**config.mk**
```make
export PLATFORM = sky130hd
export DESIGN_NAME = lfsr_run_sched
export DESIGN_NICKNAME = d
export VERILOG_FILES = /design/src/rtl/lfsr_run_sched_pkg.sv /design/src/rtl/lfsr_run_sched_period_counter.sv /design/src/rtl/lfsr_run_sched.sv
export SDC_FILE = /design/constraint.sdc
export NUM_CORES = 1
export LEC_CHECK = 0
export BUFFER_PORTS_ARGS = -buffer_cell sky130_fd_sc_hd__buf_4
export CAP_MARGIN = 20
export CELL_PAD_IN_SITES_DETAIL_PLACEMENT = 1
export CELL_PAD_IN_SITES_GLOBAL_PLACEMENT = 1
export CORE_ASPECT_RATIO = 0.8
export CORE_UTILIZATION = 43
export DETAILED_ROUTE_END_ITERATION = 8
export HOLD_SLACK_MARGIN = 0.15
export PLACE_DENSITY = 0.95
export SYNTH_ARGS = -nofsm -noshare
export SYNTH_HDL_FRONTEND = slang
export SYNTH_SLANG_ARGS = --single-unit
export TNS_END_PERCENT = 1
```
**constraint.sdc**
```tcl
create_clock -name clk -period 5.96 [get_ports clk]
set_input_delay 0.894 -clock clk [delete_from_list [all_inputs] [get_ports clk]]
set_output_delay 0.894 -clock clk [all_outputs]
set_load 0.01 [all_outputs]
```
**src/rtl/lfsr_run_sched_pkg.sv**
```systemverilog
// Shared types and defaults for the LFSR run scheduler.
package lfsr_run_sched_pkg;

    localparam int unsigned LFSR_LEN_DEF  = 22;
    localparam int unsigned FLUSH_CYC_DEF = 2;
    localparam int unsigned NPER_W_DEF    = 8;

    typedef enum logic [1:0] {
        ST_IDLE  = 2'd0,
        ST_FLUSH = 2'd1,
        ST_RUN   = 2'd2
    } state_e;

    function automatic int unsigned cnt_width(input int unsigned n);
        return (n > 1) ? $clog2(n) : 1;
    endfunction

endpackage

```
**src/rtl/lfsr_run_sched_period_counter.sv**
```systemverilog
// Symbol counter over one LFSR period (0..2^LFSR_LEN-2) with a wrap strobe.
module lfsr_period_counter
    import lfsr_run_sched_pkg::*;
#(
    parameter int unsigned LFSR_LEN = LFSR_LEN_DEF
) (
    input  logic                clk,
    input  logic                reset,
    input  logic                clear,
    input  logic                inc,
    output logic [LFSR_LEN-1:0] sym_count,
    output logic                period_done
);

    // PERIOD-1 = 2^LFSR_LEN - 2: all ones except the LSB.
    localparam logic [LFSR_LEN-1:0] LAST_SYM = {{(LFSR_LEN-1){1'b1}}, 1'b0};

    logic [LFSR_LEN-1:0] count_q, count_d;

    always_comb begin
        period_done = inc && (count_q == LAST_SYM);
        count_d     = count_q;
        if (clear || period_done) begin
            count_d = '0;
        end else if (inc) begin
            count_d = count_q + LFSR_LEN'(1);
        end
    end

    always_ff @(posedge clk) begin
        if (reset) begin
            count_q <= '0;
        end else begin
            count_q <= count_d;
        end
    end

    assign sym_count = count_q;

endmodule

```
**src/rtl/lfsr_run_sched.sv**
```systemverilog
// Run scheduler: flushes the LFSR, gates sym_en for N periods and strobes the accumulator.
module lfsr_run_sched
    import lfsr_run_sched_pkg::*;
#(
    parameter int unsigned LFSR_LEN  = LFSR_LEN_DEF,
    parameter int unsigned FLUSH_CYC = FLUSH_CYC_DEF,
    parameter int unsigned NPER_W    = NPER_W_DEF
) (
    input  logic                clk,
    input  logic                reset,
    input  logic                sym_en,
    input  logic                start,
    input  logic                abort,
    input  logic [NPER_W-1:0]   num_periods,
    output logic                lfsr_reset,
    output logic                lfsr_clk_en,
    output logic                acc_clear,
    output logic                acc_window,
    output logic                acc_dump,
    output logic                busy,
    output logic                done,
    output logic                aborted,
    output logic [NPER_W-1:0]   period_idx,
    output logic [LFSR_LEN-1:0] sym_count
);

    localparam int unsigned FW = cnt_width(FLUSH_CYC);
    localparam logic [FW-1:0] FLUSH_LAST = FW'(FLUSH_CYC - 1);

    state_e            state_q, state_d;
    logic [FW-1:0]     flush_cnt_q, flush_cnt_d;
    logic [NPER_W-1:0] nper_q, nper_d;
    logic [NPER_W-1:0] period_idx_q, period_idx_d;
    logic [NPER_W-1:0] pidx_inc;
    logic              lfsr_reset_q, lfsr_reset_d;
    logic              acc_clear_q, acc_clear_d;
    logic              acc_window_q, acc_window_d;
    logic              acc_dump_q, acc_dump_d;
    logic              busy_q, busy_d;
    logic              done_q, done_d;
    logic              aborted_q, aborted_d;
    logic              cnt_clear;
    logic              period_done;

    // Abort gates the enable in the same cycle so the LFSR never sees a late symbol.
    assign lfsr_clk_en = sym_en && (state_q == ST_RUN) && !abort && !reset;
    assign pidx_inc    = period_idx_q + NPER_W'(1);

    lfsr_period_counter #(
        .LFSR_LEN (LFSR_LEN)
    ) u_period_counter (
        .clk         (clk),
        .reset       (reset),
        .clear       (cnt_clear),
        .inc         (lfsr_clk_en),
        .sym_count   (sym_count),
        .period_done (period_done)
    );

    always_comb begin
        state_d      = state_q;
        flush_cnt_d  = flush_cnt_q;
        nper_d       = nper_q;
        period_idx_d = period_idx_q;
        lfsr_reset_d = 1'b0;
        acc_clear_d  = 1'b0;
        acc_window_d = 1'b0;
        acc_dump_d   = 1'b0;
        busy_d       = 1'b0;
        done_d       = 1'b0;
        aborted_d    = 1'b0;
        cnt_clear    = 1'b0;
        unique case (state_q)
            ST_IDLE: begin
                if (start && !abort) begin
                    state_d      = ST_FLUSH;
                    flush_cnt_d  = '0;
                    nper_d       = num_periods;
                    period_idx_d = '0;
                    cnt_clear    = 1'b1;
                    lfsr_reset_d = 1'b1;
                    acc_clear_d  = 1'b1;
                    busy_d       = 1'b1;
                end
            end
            ST_FLUSH: begin
                if (abort) begin
                    state_d   = ST_IDLE;
                    aborted_d = 1'b1;
                end else if (flush_cnt_q == FLUSH_LAST) begin
                    state_d      = ST_RUN;
                    acc_window_d = 1'b1;
                    busy_d       = 1'b1;
                end else begin
                    flush_cnt_d  = flush_cnt_q + FW'(1);
                    lfsr_reset_d = 1'b1;
                    busy_d       = 1'b1;
                end
            end
            ST_RUN: begin
                if (abort) begin
                    state_d   = ST_IDLE;
                    aborted_d = 1'b1;
                end else begin
                    acc_window_d = 1'b1;
                    busy_d       = 1'b1;
                    if (period_done) begin
                        acc_dump_d = 1'b1;
                        if (period_idx_q != '1) begin
                            period_idx_d = pidx_inc;
                        end
                        if ((nper_q != '0) && (pidx_inc == nper_q)) begin
                            state_d      = ST_IDLE;
                            done_d       = 1'b1;
                            acc_window_d = 1'b0;
                            busy_d       = 1'b0;
                        end
                    end
                end
            end
            default: state_d = ST_IDLE;
        endcase
    end

    always_ff @(posedge clk) begin
        if (reset) begin
            state_q      <= ST_IDLE;
            flush_cnt_q  <= '0;
            nper_q       <= '0;
            period_idx_q <= '0;
            lfsr_reset_q <= 1'b0;
            acc_clear_q  <= 1'b0;
            acc_window_q <= 1'b0;
            acc_dump_q   <= 1'b0;
            busy_q       <= 1'b0;
            done_q       <= 1'b0;
            aborted_q    <= 1'b0;
        end else begin
            state_q      <= state_d;
            flush_cnt_q  <= flush_cnt_d;
            nper_q       <= nper_d;
            period_idx_q <= period_idx_d;
            lfsr_reset_q <= lfsr_reset_d;
            acc_clear_q  <= acc_clear_d;
            acc_window_q <= acc_window_d;
            acc_dump_q   <= acc_dump_d;
            busy_q       <= busy_d;
            done_q       <= done_d;
            aborted_q    <= aborted_d;
        end
    end

    assign lfsr_reset = lfsr_reset_q;
    assign acc_clear  = acc_clear_q;
    assign acc_window = acc_window_q;
    assign acc_dump   = acc_dump_q;
    assign busy       = busy_q;
    assign done       = done_q;
    assign aborted    = aborted_q;
    assign period_idx = period_idx_q;

endmodule

```
# Word level (Yosys, flattened, before mapping)
# Index checks and enable logic that the tools add are counted.
[word_totals]
in_bits = 13
out_inout_bits = 38
elab_cells = 85
reg_bits = 48
[op_classes]
n_eq_ne = 13
bitwise = 3
reduce_logical = 22
addsub = 3
n_mux = 32
[op_table]
columns = ["op", "n"]
rows = [
  ["$mux W8", 4],
  ["$add A22 B1 Y22 const B", 1],
  ["$eq A22 B22 Y1 const B", 1],
  ["$mux W1", 16],
  ["$pmux W8 S2", 1],
  ["$mux W2", 6],
  ["$add A8 B1 Y8 const B", 1],
  ["$eq A8 B8 Y1", 1],
  ["$ne A2 B2 Y1 const B", 4],
  ["$ne A8 B8 Y1 const B", 1],
  ["$reduce_bool A8 Y1", 1],
  ["$logic_and A1 B1 Y1", 6],
  ["$ne A3 B3 Y1 const B", 2],
  ["$pmux W1 S2", 3],
  ["$pmux W2 S3", 1],
  ["$reduce_or A2 Y1", 3],
  ["$reduce_and A5 Y1", 1],
  ["$reduce_and A4 Y1", 1],
  ["$reduce_bool A2 Y1", 2],
  ["$reduce_or A4 Y1", 1],
  ["$ne A3 B2 Y1 const B", 1],
  ["$not A1 Y1", 3],
  ["$pmux W1 S3", 1],
  ["$reduce_and A3 Y1", 1],
  ["other kinds (9)", 10],
]

# Longest topological paths before layout
# Gate-level depths: netlist (run 1).
[depth]
depth_word = 8
ltp_mapped = 9
ltp_nobuf = 8

# By module
# From an unflattened synthesis (run 1), not the netlist that was laid out.
[unflattened]
cells_unflattened = 304
hier_area_um2 = 2512.4
[modules_own_cells]
columns = ["module", "area_per_inst_um2", "seq_area_each_um2", "instances", "cells_each"]
rows = [
  ["lfsr_run_sched", 1413.9, 520.5, 1, 178],
  ["lfsr_period_counter", 1098.6, 440.4, 1, 126],
]

# Worst setup path before layout (run 1)
# No wires, ideal clock.
[synth_timing]
kind = "input to register"
from = "in reset"
to = "reg state_q[1]"
setup_time_ns = 0.121
stages = 7
setup_slack_ns = 3.526
n_path_buf = 1
arrival_time_ns = 2.313
required_time_ns = 5.839
path_cell_list = "buf_6 -> nand4bb_4 -> nor3_4 -> nand2_1 -> a2111oi_4 -> o21ai_2 -> mux2_4"
[synth_via]
elab_chain_cells = 5
[synth_lines]
columns = ["item", "line_no", "source"]
rows = [
  ["start, declared", "lfsr_run_sched.sv:10", "input logic reset,"],
  ["$logic_not A1 Y1", "lfsr_run_sched.sv:46", "assign lfsr_clk_en = sym_en && (state_q == ST_RUN) && !abort && !reset;"],
  ["$logic_and A1 B1 Y1", "lfsr_run_sched.sv:46", ""],
  ["$logic_and A1 B1 Y1", "lfsr_run_sched_period_counter.sv:21", "period_done = inc && (count_q == LAST_SYM);"],
  ["$ne A3 B3 Y1 (no line)", "--", ""],
  ["$reduce_and A4 Y1 (no line)", "--", ""],
  ["end signal, assigned", "lfsr_run_sched.sv:139", "state_q <= state_d;"],
  ["end, declared", "lfsr_run_sched.sv:30", "state_e state_q, state_d;"],
]
# Several ways; a longest one is shown, not always the timed one.
# A chain may end at the register's enable or synchronous reset.

# Final worst setup path (run 1)
[layout_timing]
from = "reg period_idx_q[0] (netlist: period_idx[0])"
to = "reg state_q[1]"
[layout_via]
elab_chain_cells = 5
[layout_lines]
columns = ["item", "line_no", "source"]
rows = [
  ["start, declared", "lfsr_run_sched.sv:33", "logic [NPER_W-1:0] period_idx_q, period_idx_d;"],
  ["start signal, assigned", "lfsr_run_sched.sv:142", "period_idx_q <= period_idx_d;"],
  ["$add A8 B1 Y8", "lfsr_run_sched.sv:47", "assign pidx_inc = period_idx_q + NPER_W'(1);"],
  ["$eq A8 B8 Y1", "lfsr_run_sched.sv:112", "if ((nper_q != '0) && (pidx_inc == nper_q)) begin"],
  ["$logic_and A1 B1 Y1", "lfsr_run_sched.sv:112", ""],
  ["$ne A3 B2 Y1 (no line)", "--", ""],
  ["$reduce_and A4 Y1 (no line)", "--", ""],
]
# No other way between the ends.

==> results of run 1 <==
==> per-layer routing <==
layer  up-vias  part of all wire [%]  track usage, %
li1       1107                     -               -
met1      1098                    45            30.7
met2        53                    50            40.6
met3         6                   4.3            5.56
met4         0                   1.0            7.47
met5         -                     0               0
==> registers in the layout (all words and copies together), names as in the netlist <==
signal / flops
busy: 1
state_q: 2
acc_dump: 1
acc_clear: 1
nper_q: 8
flush_cnt_q: 1
aborted: 1
done: 1
u_period_counter.sym_count: 22
lfsr_reset: 1
acc_window: 1
period_idx: 8
==> where the power goes <==
part | internal [mW] | switching (mW) | total (mW)
registers | 0.335 | 0.0144 | 0.349
logic | 0.0514 | 0.0810 | 0.132
clock network | 0.165 | 0.108 | 0.273
==> Yosys cell counts (2+ instances only) <==
library cell                n  area (sq um)
sky130_fd_sc_hd__nor3_1     4          20.0
sky130_fd_sc_hd__nor2_1    39           146
sky130_fd_sc_hd__clkbuf_2   2          10.0
sky130_fd_sc_hd__and2_1     5          31.3
sky130_fd_sc_hd__xor2_1    13           114
sky130_fd_sc_hd__dfxtp_1   48           961
sky130_fd_sc_hd__inv_1     13          48.8
sky130_fd_sc_hd__clkbuf_1   6          22.5
sky130_fd_sc_hd__nor2b_1    3          18.8
sky130_fd_sc_hd__nand2b_1   6          37.5
sky130_fd_sc_hd__buf_6      2          22.5
sky130_fd_sc_hd__ha_1       7          87.6
sky130_fd_sc_hd__o21ai_0    6          30.0
sky130_fd_sc_hd__nor4_2     2          25.0
sky130_fd_sc_hd__xnor2_1   15           131
sky130_fd_sc_hd__a21oi_1   20           100
sky130_fd_sc_hd__nand2_1   37           139
sky130_fd_sc_hd__nand4_1   13          81.3
sky130_fd_sc_hd__or3_1      3          18.8
sky130_fd_sc_hd__a211oi_1   4          30.0
sky130_fd_sc_hd__and3_1     2          12.5
sky130_fd_sc_hd__nor4_1     4          25.0
sky130_fd_sc_hd__or3_2      2          15.0
sky130_fd_sc_hd__nand3_1   13          65.1
==> critical path, cell delays in order, from the launching register on <==
cell and delay, ps:
sky130_fd_sc_hd__dfxtp_1 580, sky130_fd_sc_hd__ha_1 450, sky130_fd_sc_hd__and4_2 330, sky130_fd_sc_hd__and4_1 220
sky130_fd_sc_hd__o31ai_2 80, sky130_fd_sc_hd__a2111oi_4 500, sky130_fd_sc_hd__o21ai_2 130, sky130_fd_sc_hd__mux2_4 310
==> cells by family (layout without fill, tap and decap cells) <==
group                      after synthesis  after routing
and+or+nand+nor                        143            143
DFF                                     48             48
AOI/OAI and AO/OA                       43             43
xor gates and xnor gates                29             29
buffers and inverters                   24             70
adders and majority gates                7              7
muxes                                    2              2
==> final cells by class <==
class / count / area (sq um)
clock buffers: 5 / 68.8
clock inverters: 2 / 60.1
fillers: 699 / 2500
inverters: 13 / 48.8
multi-input cells: 224 / 1420
flip-flops and latches: 48 / 961
well taps: 78 / 97.6
repair buffers: 50 / 375
==> worst max path at each step <==
stage | from | to | slack, ps | depth (start not counted)
finish | period_idx[0] | state_q[1] | 3250 | 7
global route | period_idx[0] | state_q[1] | 3100 | 7
CTS | reset | u_period_counter.sym_count[21] | 3260 | 7
detailed placement | reset | u_period_counter.sym_count[17] | 3000 | 7
global placement | reset | u_period_counter.sym_count[1] | 3160 | 7
floorplan | reset | state_q[1] | 3530 | 7
==> flow_metrics.env, run 1 <==
export IMPL_yosys_warnings=0
export IMPL_max_slew_margin_rel_pct=49.5
export IMPL_flow_area_growth_from_synthesis_pct=21.4
export IMPL_port_buffers=50
export IMPL_yosysUniqueCellTypes=51
export IMPL_h_tree_depth=2
export IMPL_min_delay_path_depth=2
export IMPL_overall_global_routing_usage_pct=24.2
export IMPL_rsz0062_at_grt="false"
export IMPL_fin_setup_tns_ps=0
export IMPL_antenna_found_initial=0
export IMPL_yosysSeqAreaShare_pct=38.5
export IMPL_start_kind="flip-flop"
export IMPL_synth_compound_gate_area_share_pct=11.6
export IMPL_row_count=24
export IMPL_hold_path_class="reg -> reg"
export IMPL_power_density_nw_per_um2=249
export IMPL_synthesis_area_per_instance_sq_um=8.43
export IMPL_place_worst_setup_slack_ps=3000
export IMPL_final_cell_mix="sky130_fd_sc_hd__buf_4 (50), sky130_fd_sc_hd__dfxtp_1 (48), sky130_fd_sc_hd__nor2_1 (39), sky130_fd_sc_hd__nand2_1 (37), sky130_fd_sc_hd__a21oi_1 (20)"
export IMPL_final_max_slew_violation_count=0
export IMPL_synth_top_family_by_area="simple AND/OR/NAND/NOR gates"
export IMPL_fin_crit_ps=2710
export IMPL_setup_worst_path_class="reg -> reg"
export IMPL_synth_seq_cells=48
export IMPL_number_of_synthesized_flops_with_an_enable_pin=0
export IMPL_die_h_microns=70.1
export IMPL_r2r_start="period_idx[0]"
export IMPL_power_leakage_nw=1.18
export IMPL_cell_count_after_synthesis=296
export IMPL_r2r_worst_path_cells=7
export IMPL_worstPathRequired_ps=6140
export IMPL_total_detailed_routing_wirelength_microns=6920
export IMPL_post_cts_repair_resize_count=0
export IMPL_synth_cell_area_sq_um=2490
export IMPL_finalPower_mw=0.755
export IMPL_synth_mux_area_fraction_pct=1.00
export IMPL_synth_nets=316
export IMPL_drt_pass1_iter_count=4
export IMPL_numClockSinks=48
export IMPL_cts_inserted_buffers=5
export IMPL_design_die_area_sq_um=6110
export IMPL_area_share_of_xor_xnor_cells_in_the_synthesized_design_pct=10.8
export IMPL_vdd_ir_drop_worst_v=0.000160
export IMPL_nets=362
export IMPL_postSynth_topFlopCell="sky130_fd_sc_hd__dfxtp_1"
export IMPL_globalplace_congestion=0.860
export IMPL_crit_arrival_ps=2890
export IMPL_setup_viol=0
export IMPL_post_cts_hold_buffer_count=0
export IMPL_ctsLongestPathBuffers=2
export IMPL_run_status="finished clean"
export IMPL_placedInstanceArea_sq_um=2900
export IMPL_drive_above_1_share_pct=21.6
export IMPL_final_period_utilization_pct=45.5
export IMPL_floorplan_initialDensity_pct=45.2
export IMPL_grt_start_max_net_pins=28
export IMPL_total_overflow_reported_by_the_global_router=0
export IMPL_global_route_wire_length_before_repair_microns=11400
export IMPL_max_cap_viol_count=0
export IMPL_drtAntennaViolNets=0
export IMPL_detailedPlacementHpwl_microns=5010
export IMPL_post_synth_and_or_nand_nor_area_fraction_pct=29.9
export IMPL_clock_skew_ps=12.0
export IMPL_final_common_cell="sky130_fd_sc_hd__buf_4"
export IMPL_via_count_of_the_first_global_routing_pass=2293
export IMPL_clock_latency_reported_for_the_late_side_of_the_worst_skew_pair_ps=300
export IMPL_stdcell_area_sq_um=3030
export IMPL_drc=0
export IMPL_core_region_area_sq_um=5530
export IMPL_tritoncts="yes"
export IMPL_ios=51
export IMPL_hold_worst_slack_ps=506
export IMPL_vias=2264
export IMPL_die_w_microns=87.2
export IMPL_avgViaCountPerCell=5.39
export IMPL_routed_wire_length_per_instance_microns=16.5
export IMPL_fmaxAchievable_ghz=0.369
export IMPL_actual_transition_at_the_worst_max_transition_pin_ps=758
export IMPL_cp_end_kind="flip-flop"
export IMPL_postLayoutCoreUtil_pct=54.8
export IMPL_dp_cells=413
export IMPL_synth_fa_ha_area_share_pct=3.51
export IMPL_holdCritStartpoint="nper_q[1]"
export IMPL_reg2reg_to="state_q[1]"
export IMPL_drt_iter0_markers=145
export IMPL_instances_no_fill=420
export IMPL_min_to="nper_q[1]"
export IMPL_cts_setup_buffers=0
export IMPL_antennaDiodeCount=0
export IMPL_synth_async_sr_flop_share_pct=0
export IMPL_clockRootBuffer="sky130_fd_sc_hd__clkbuf_8"
export IMPL_timing_critical_path_fanout_max=9
export IMPL_clk_transition_reported_paths_ps=90
export IMPL_final_critical_path_setup_slack_ps=3250
export IMPL_timing_final_hold_violations=0
export IMPL_worst_reg_to_reg_setup_slack_ps=3250
Note: power is estimated with default switching activity, not from simulation.
==> inputs of run 2 (changes only) <==
--- a/config.mk
+++ b/config.mk
@@ -10,10 +10,10 @@
 export CELL_PAD_IN_SITES_DETAIL_PLACEMENT = 1
 export CELL_PAD_IN_SITES_GLOBAL_PLACEMENT = 1
 export CORE_ASPECT_RATIO = 0.8
-export CORE_UTILIZATION = 43
+export CORE_UTILIZATION = 40
 export DETAILED_ROUTE_END_ITERATION = 8
 export HOLD_SLACK_MARGIN = 0.15
-export PLACE_DENSITY = 0.95
+export PLACE_DENSITY = 0.9
 export SYNTH_ARGS = -nofsm -noshare
 export SYNTH_HDL_FRONTEND = slang
 export SYNTH_SLANG_ARGS = --single-unit
==> constraint.sdc (replaced) <==
create_clock -name clk -period 2.81 [get_ports clk]
set_input_delay 0.4215 -clock clk [delete_from_list [all_inputs] [get_ports clk]]
set_output_delay 0.4215 -clock clk [all_outputs]
set_load 0.01 [all_outputs]
==> flow_metrics.env, run 2 (synthesis gave the netlist of run 1 again) <==
export IMPL_timing_critical_path_buf_inv=0
export IMPL_design_die_area_sq_um=6560
export IMPL_instances_no_fill=428
export IMPL_drt_iter0_markers=77
export IMPL_timing_critical_path_fanout_max=9
export IMPL_power_leakage_nw=1.21
export IMPL_post_cts_repair_resize_count=0
export IMPL_setup_viol=0
export IMPL_max_cap_viol_count=0
export IMPL_port_buffers=50
export IMPL_core_region_area_sq_um=5970
export IMPL_row_count=25
export IMPL_global_route_wire_length_before_repair_microns=11600
export IMPL_worstPathRequired_ps=3000
export IMPL_cp_startpoint="period_idx[0]"
export IMPL_max_slew_margin_rel_pct=62.7
export IMPL_path_cells="ha_1 > xor3_1 > nor4_2 > o31ai_2 > a2111oi_4 > o21ai_2 > mux2_4"
export IMPL_via_count_of_the_first_global_routing_pass=2309
export IMPL_h_tree_depth=2
export IMPL_nets=367
export IMPL_r2r_worst_path_cells=7
export IMPL_antennaDiodeCount=0
export IMPL_finalPower_mw=1.63
export IMPL_crit_arrival_ps=2700
export IMPL_rsz0062_at_grt="false"
export IMPL_drive_above_1_share_pct=22.8
export IMPL_numClockSinks=48
export IMPL_final_period_utilization_pct=89.3
export IMPL_clock_latency_reported_for_the_late_side_of_the_worst_skew_pair_ps=310
export IMPL_fin_setup_tns_ps=0
export IMPL_overall_global_routing_usage_pct=22.3
export IMPL_min_to="lfsr_reset"
export IMPL_largest_register_ffs=22
export IMPL_routed_wire_length_per_instance_microns=16.3
export IMPL_antenna_found_initial=0
export IMPL_detailedPlacementHpwl_microns=5110
export IMPL_start_kind="flip-flop"
export IMPL_drtAntennaViolNets=0
export IMPL_run_status="finished clean"
export IMPL_min_delay_path_depth=2
export IMPL_timing_final_hold_violations=0
export IMPL_power_density_nw_per_um2=530
export IMPL_vias=2255
export IMPL_fin_crit_ps=2510
export IMPL_drc=0
export IMPL_cts_setup_buffers=0
export IMPL_tritoncts="yes"
export IMPL_hold_path_class="in -> reg"
export IMPL_cp_end_kind="flip-flop"
export IMPL_total_overflow_reported_by_the_global_router=0
export IMPL_grt_start_max_net_pins=27
export IMPL_ios=51
export IMPL_final_max_slew_violation_count=0
export IMPL_dp_cells=421
export IMPL_holdCritStartpoint="abort"
export IMPL_worst_reg_to_reg_setup_slack_ps=300
export IMPL_total_detailed_routing_wirelength_microns=6980
export IMPL_cts_inserted_buffers=5
export IMPL_clockRootBuffer="sky130_fd_sc_hd__clkbuf_8"
export IMPL_postLayoutCoreUtil_pct=51.4
export IMPL_ctsLongestPathBuffers=2
export IMPL_max_stage_delay_ps=500
export IMPL_r2r_start="period_idx[0]"
export IMPL_die_h_microns=72.6
export IMPL_clock_skew_ps=12.1
export IMPL_die_w_microns=90.3
export IMPL_actual_transition_at_the_worst_max_transition_pin_ps=555
export IMPL_final_cell_mix="sky130_fd_sc_hd__buf_4 (55), sky130_fd_sc_hd__dfxtp_1 (48), sky130_fd_sc_hd__nor2_1 (39), sky130_fd_sc_hd__nand2_1 (37), sky130_fd_sc_hd__a21oi_1 (20)"
export IMPL_flow_area_growth_from_synthesis_pct=23.0
export IMPL_stdcell_area_sq_um=3070
export IMPL_reg2reg_to="state_q[1]"
export IMPL_vdd_ir_drop_worst_v=0.000274
export IMPL_placedInstanceArea_sq_um=2940
export IMPL_drt_pass1_iter_count=4
export IMPL_globalplace_congestion=0.912
export IMPL_floorplan_initialDensity_pct=41.8
export IMPL_filler_cell_count=726
export IMPL_post_cts_hold_buffer_count=0
export IMPL_fmaxAchievable_ghz=0.399
export IMPL_clk_transition_reported_paths_ps=100
export IMPL_setup_worst_path_class="reg -> reg"
export IMPL_cpLargestDelayFamily="compound AO/OA/AOI/OAI gates"
export IMPL_final_common_cell="sky130_fd_sc_hd__buf_4"
export IMPL_slowest_stage="sky130_fd_sc_hd__dfxtp_1"
export IMPL_avgViaCountPerCell=5.27
run 2: cell count changes in the layout (fill, tap and decap cells not counted), sizes merged:
cell	previous run	this run
buf	50	55
run 2: layer usage:
layer	global-route usage [%]	vias up	share of wire, %
met1	30.2	1079	47
met5	0	-	0
met3	3.85	7	4.5
met4	5.73	0	0.87
li1	-	1114	-
met2	37.3	55	48
run 2: area by class of cell:
cell class / instances / area (sq um) / area share [%]
multi-input cells: 224 / 1420 / 46.1
flip-flops and latches: 48 / 961 / 31.3
repair buffers: 55 / 413 / 13.5
well taps: 81 / 101 / 3.30
clock buffers: 5 / 68.8 / 2.24
clock inverters: 2 / 60.1 / 1.96
inverters: 13 / 48.8 / 1.59
run 2: power breakdown:
| group | internal (mW) | total [mW] | switching (mW) |
|---|---|---|---|
| clock | 0.351 | 0.593 | 0.243 |
| combinational | 0.117 | 0.292 | 0.175 |
| sequential | 0.710 | 0.741 | 0.0304 |
| total | 1.18 | 1.63 | 0.448 |
run 2: per-stage QoR:
step                hold WS [ps]  setup WS (ps)
floorplan                    461            621
global placement             477            486
detailed placement           477            309
CTS                          326            300
global route                 317            159
finish                       320            301
run 2: worst max path at each step:
stage / slack [ps] / endpoint / depth (start not counted)
after detailed placement: 310 / period_idx[5] / 7
after CTS: 300 / state_q[1] / 7
final: 300 / state_q[1] / 7
after global routing: 160 / period_idx[5] / 7
after global placement: 490 / state_q[1] / 7
after floorplan: 620 / state_q[1] / 8
==> inputs of run 3 (changes only) <==
--- a/config.mk
+++ b/config.mk
@@ -14,6 +14,7 @@
 export DETAILED_ROUTE_END_ITERATION = 8
 export HOLD_SLACK_MARGIN = 0.15
 export PLACE_DENSITY = 0.9
+export RECOVER_POWER = 25
 export SYNTH_ARGS = -nofsm -noshare
 export SYNTH_HDL_FRONTEND = slang
 export SYNTH_SLANG_ARGS = --single-unit
==> flow_metrics.env, run 3 (synthesis gave the netlist of run 1 again) <==
export IMPL_tritoncts="yes"
export IMPL_overall_global_routing_usage_pct=22.3
export IMPL_setup_viol=0
export IMPL_fin_setup_tns_ps=0
export IMPL_rsz0062_at_grt="false"
export IMPL_fin_crit_ps=2510
export IMPL_hold_worst_slack_ps=321
export IMPL_final_common_cell="sky130_fd_sc_hd__dfxtp_1"
export IMPL_finalPower_mw=1.62
export IMPL_avgViaCountPerCell=5.26
export IMPL_cts_setup_buffers=0
export IMPL_detailedPlacementHpwl_microns=5110
export IMPL_clock_latency_reported_for_the_late_side_of_the_worst_skew_pair_ps=310
export IMPL_flow_area_growth_from_synthesis_pct=20.2
export IMPL_dp_cells=421
export IMPL_actual_transition_at_the_worst_max_transition_pin_ps=568
export IMPL_power_density_nw_per_um2=540
export IMPL_antenna_found_initial=0
export IMPL_numClockSinks=48
export IMPL_nets=367
export IMPL_die_h_microns=72.6
export IMPL_row_count=25
export IMPL_design_die_area_sq_um=6560
export IMPL_antennaDiodeCount=0
export IMPL_crit_arrival_ps=2700
export IMPL_die_w_microns=90.3
export IMPL_core_region_area_sq_um=5970
export IMPL_total_detailed_routing_wirelength_microns=6970
export IMPL_cts_inserted_buffers=5
export IMPL_max_cap_viol_count=0
export IMPL_floorplan_initialDensity_pct=41.8
export IMPL_final_cell_mix="sky130_fd_sc_hd__dfxtp_1 (48), sky130_fd_sc_hd__nor2_1 (39), sky130_fd_sc_hd__nand2_1 (37), sky130_fd_sc_hd__buf_4 (36), sky130_fd_sc_hd__a21oi_1 (20)"
export IMPL_fmaxAchievable_ghz=0.399
export IMPL_routed_wire_length_per_instance_microns=16.3
export IMPL_drt_pass1_iter_count=4
export IMPL_globalplace_congestion=0.912
export IMPL_cp_end_kind="flip-flop"
export IMPL_vdd_ir_drop_worst_v=0.000275
export IMPL_worstPathRequired_ps=3000
export IMPL_ios=51
export IMPL_hold_path_class="in -> reg"
export IMPL_post_cts_repair_resize_count=0
export IMPL_drive_above_1_share_pct=17.3
export IMPL_post_cts_hold_buffer_count=0
export IMPL_global_route_wire_length_before_repair_microns=11600
export IMPL_drt_iter0_markers=92
export IMPL_total_overflow_reported_by_the_global_router=0
export IMPL_instances_no_fill=428
export IMPL_clock_skew_ps=12.0
export IMPL_timing_final_hold_violations=0
export IMPL_run_status="finished clean"
export IMPL_clockRootBuffer="sky130_fd_sc_hd__clkbuf_8"
export IMPL_clk_transition_reported_paths_ps=100
export IMPL_power_leakage_nw=1.13
export IMPL_vias=2253
export IMPL_max_slew_margin_rel_pct=61.9
export IMPL_setup_worst_path_class="reg -> reg"
export IMPL_h_tree_depth=2
export IMPL_timing_critical_path_fanout_max=9
export IMPL_port_buffers=50
export IMPL_drtAntennaViolNets=0
export IMPL_drc=0
export IMPL_start_kind="flip-flop"
export IMPL_largest_register_ffs=22
export IMPL_final_period_utilization_pct=89.2
export IMPL_ctsLongestPathBuffers=2
export IMPL_final_max_slew_violation_count=0
export IMPL_via_count_of_the_first_global_routing_pass=2309
export IMPL_grt_start_max_net_pins=27
## run 3: cell count changes in the layout (fill, tap and decap cells not counted), sizes merged
| cell | before | now |
|---|---|---|
| clkbuf | 5 | 24 |
| buf | 55 | 36 |
## run 3: power breakdown
group / internal, mW / switching [mW] / total, mW
registers: 0.710 / 0.0302 / 0.740
clock network: 0.351 / 0.244 / 0.594
logic: 0.110 / 0.175 / 0.285
total: 1.17 / 0.449 / 1.62
## run 3: path summary, 6_finish.rpt
check | cells past startpoint | endpoint | slack (ps) | from
worst max-delay path | 7 | state_q[1] | 300 | period_idx[0]
worst min-delay path | 2 | lfsr_reset | 320 | abort
worst max register to register | 7 | state_q[1] | 300 | period_idx[0]
worst min register to register | 2 | nper_q[7] | 490 | nper_q[7]
## run 3: area by class of cell
class	instances	area, sq um
fillers	741	2980
clock inverters	2	60.1
inverters	13	48.8
well taps	81	101
clock buffers	5	68.8
flip-flops and latches	48	961
multi-input cells	224	1420
repair buffers	55	342
## run 3: layer usage
metal  share of wire [%]  GRT usage, %  wire length [microns]
met3                 4.6          3.85                    318
met2                  48          37.3                   3320
met5                   0             0                      0
met4                0.88          5.73                     61
met1                  47          30.2                   3270
## run 3: stage by stage
step	utilization, %	setup WS, ps	cell area [sq um]
global route	50.2	159	3000
finish	50.2	303	3000
global placement	49.2	486	2940
CTS	51.4	300	3070
floorplan	-	621	2490
detailed placement	49.2	309	2940
## run 3: worst max-delay path: stages (launching register included)
cell	delay (ps)
sky130_fd_sc_hd__dfxtp_1	500
sky130_fd_sc_hd__ha_1	400
sky130_fd_sc_hd__xor3_1	300
sky130_fd_sc_hd__nor4_2	200
sky130_fd_sc_hd__o31ai_2	130
sky130_fd_sc_hd__a2111oi_4	430
sky130_fd_sc_hd__o21ai_2	120
sky130_fd_sc_hd__mux2_4	310
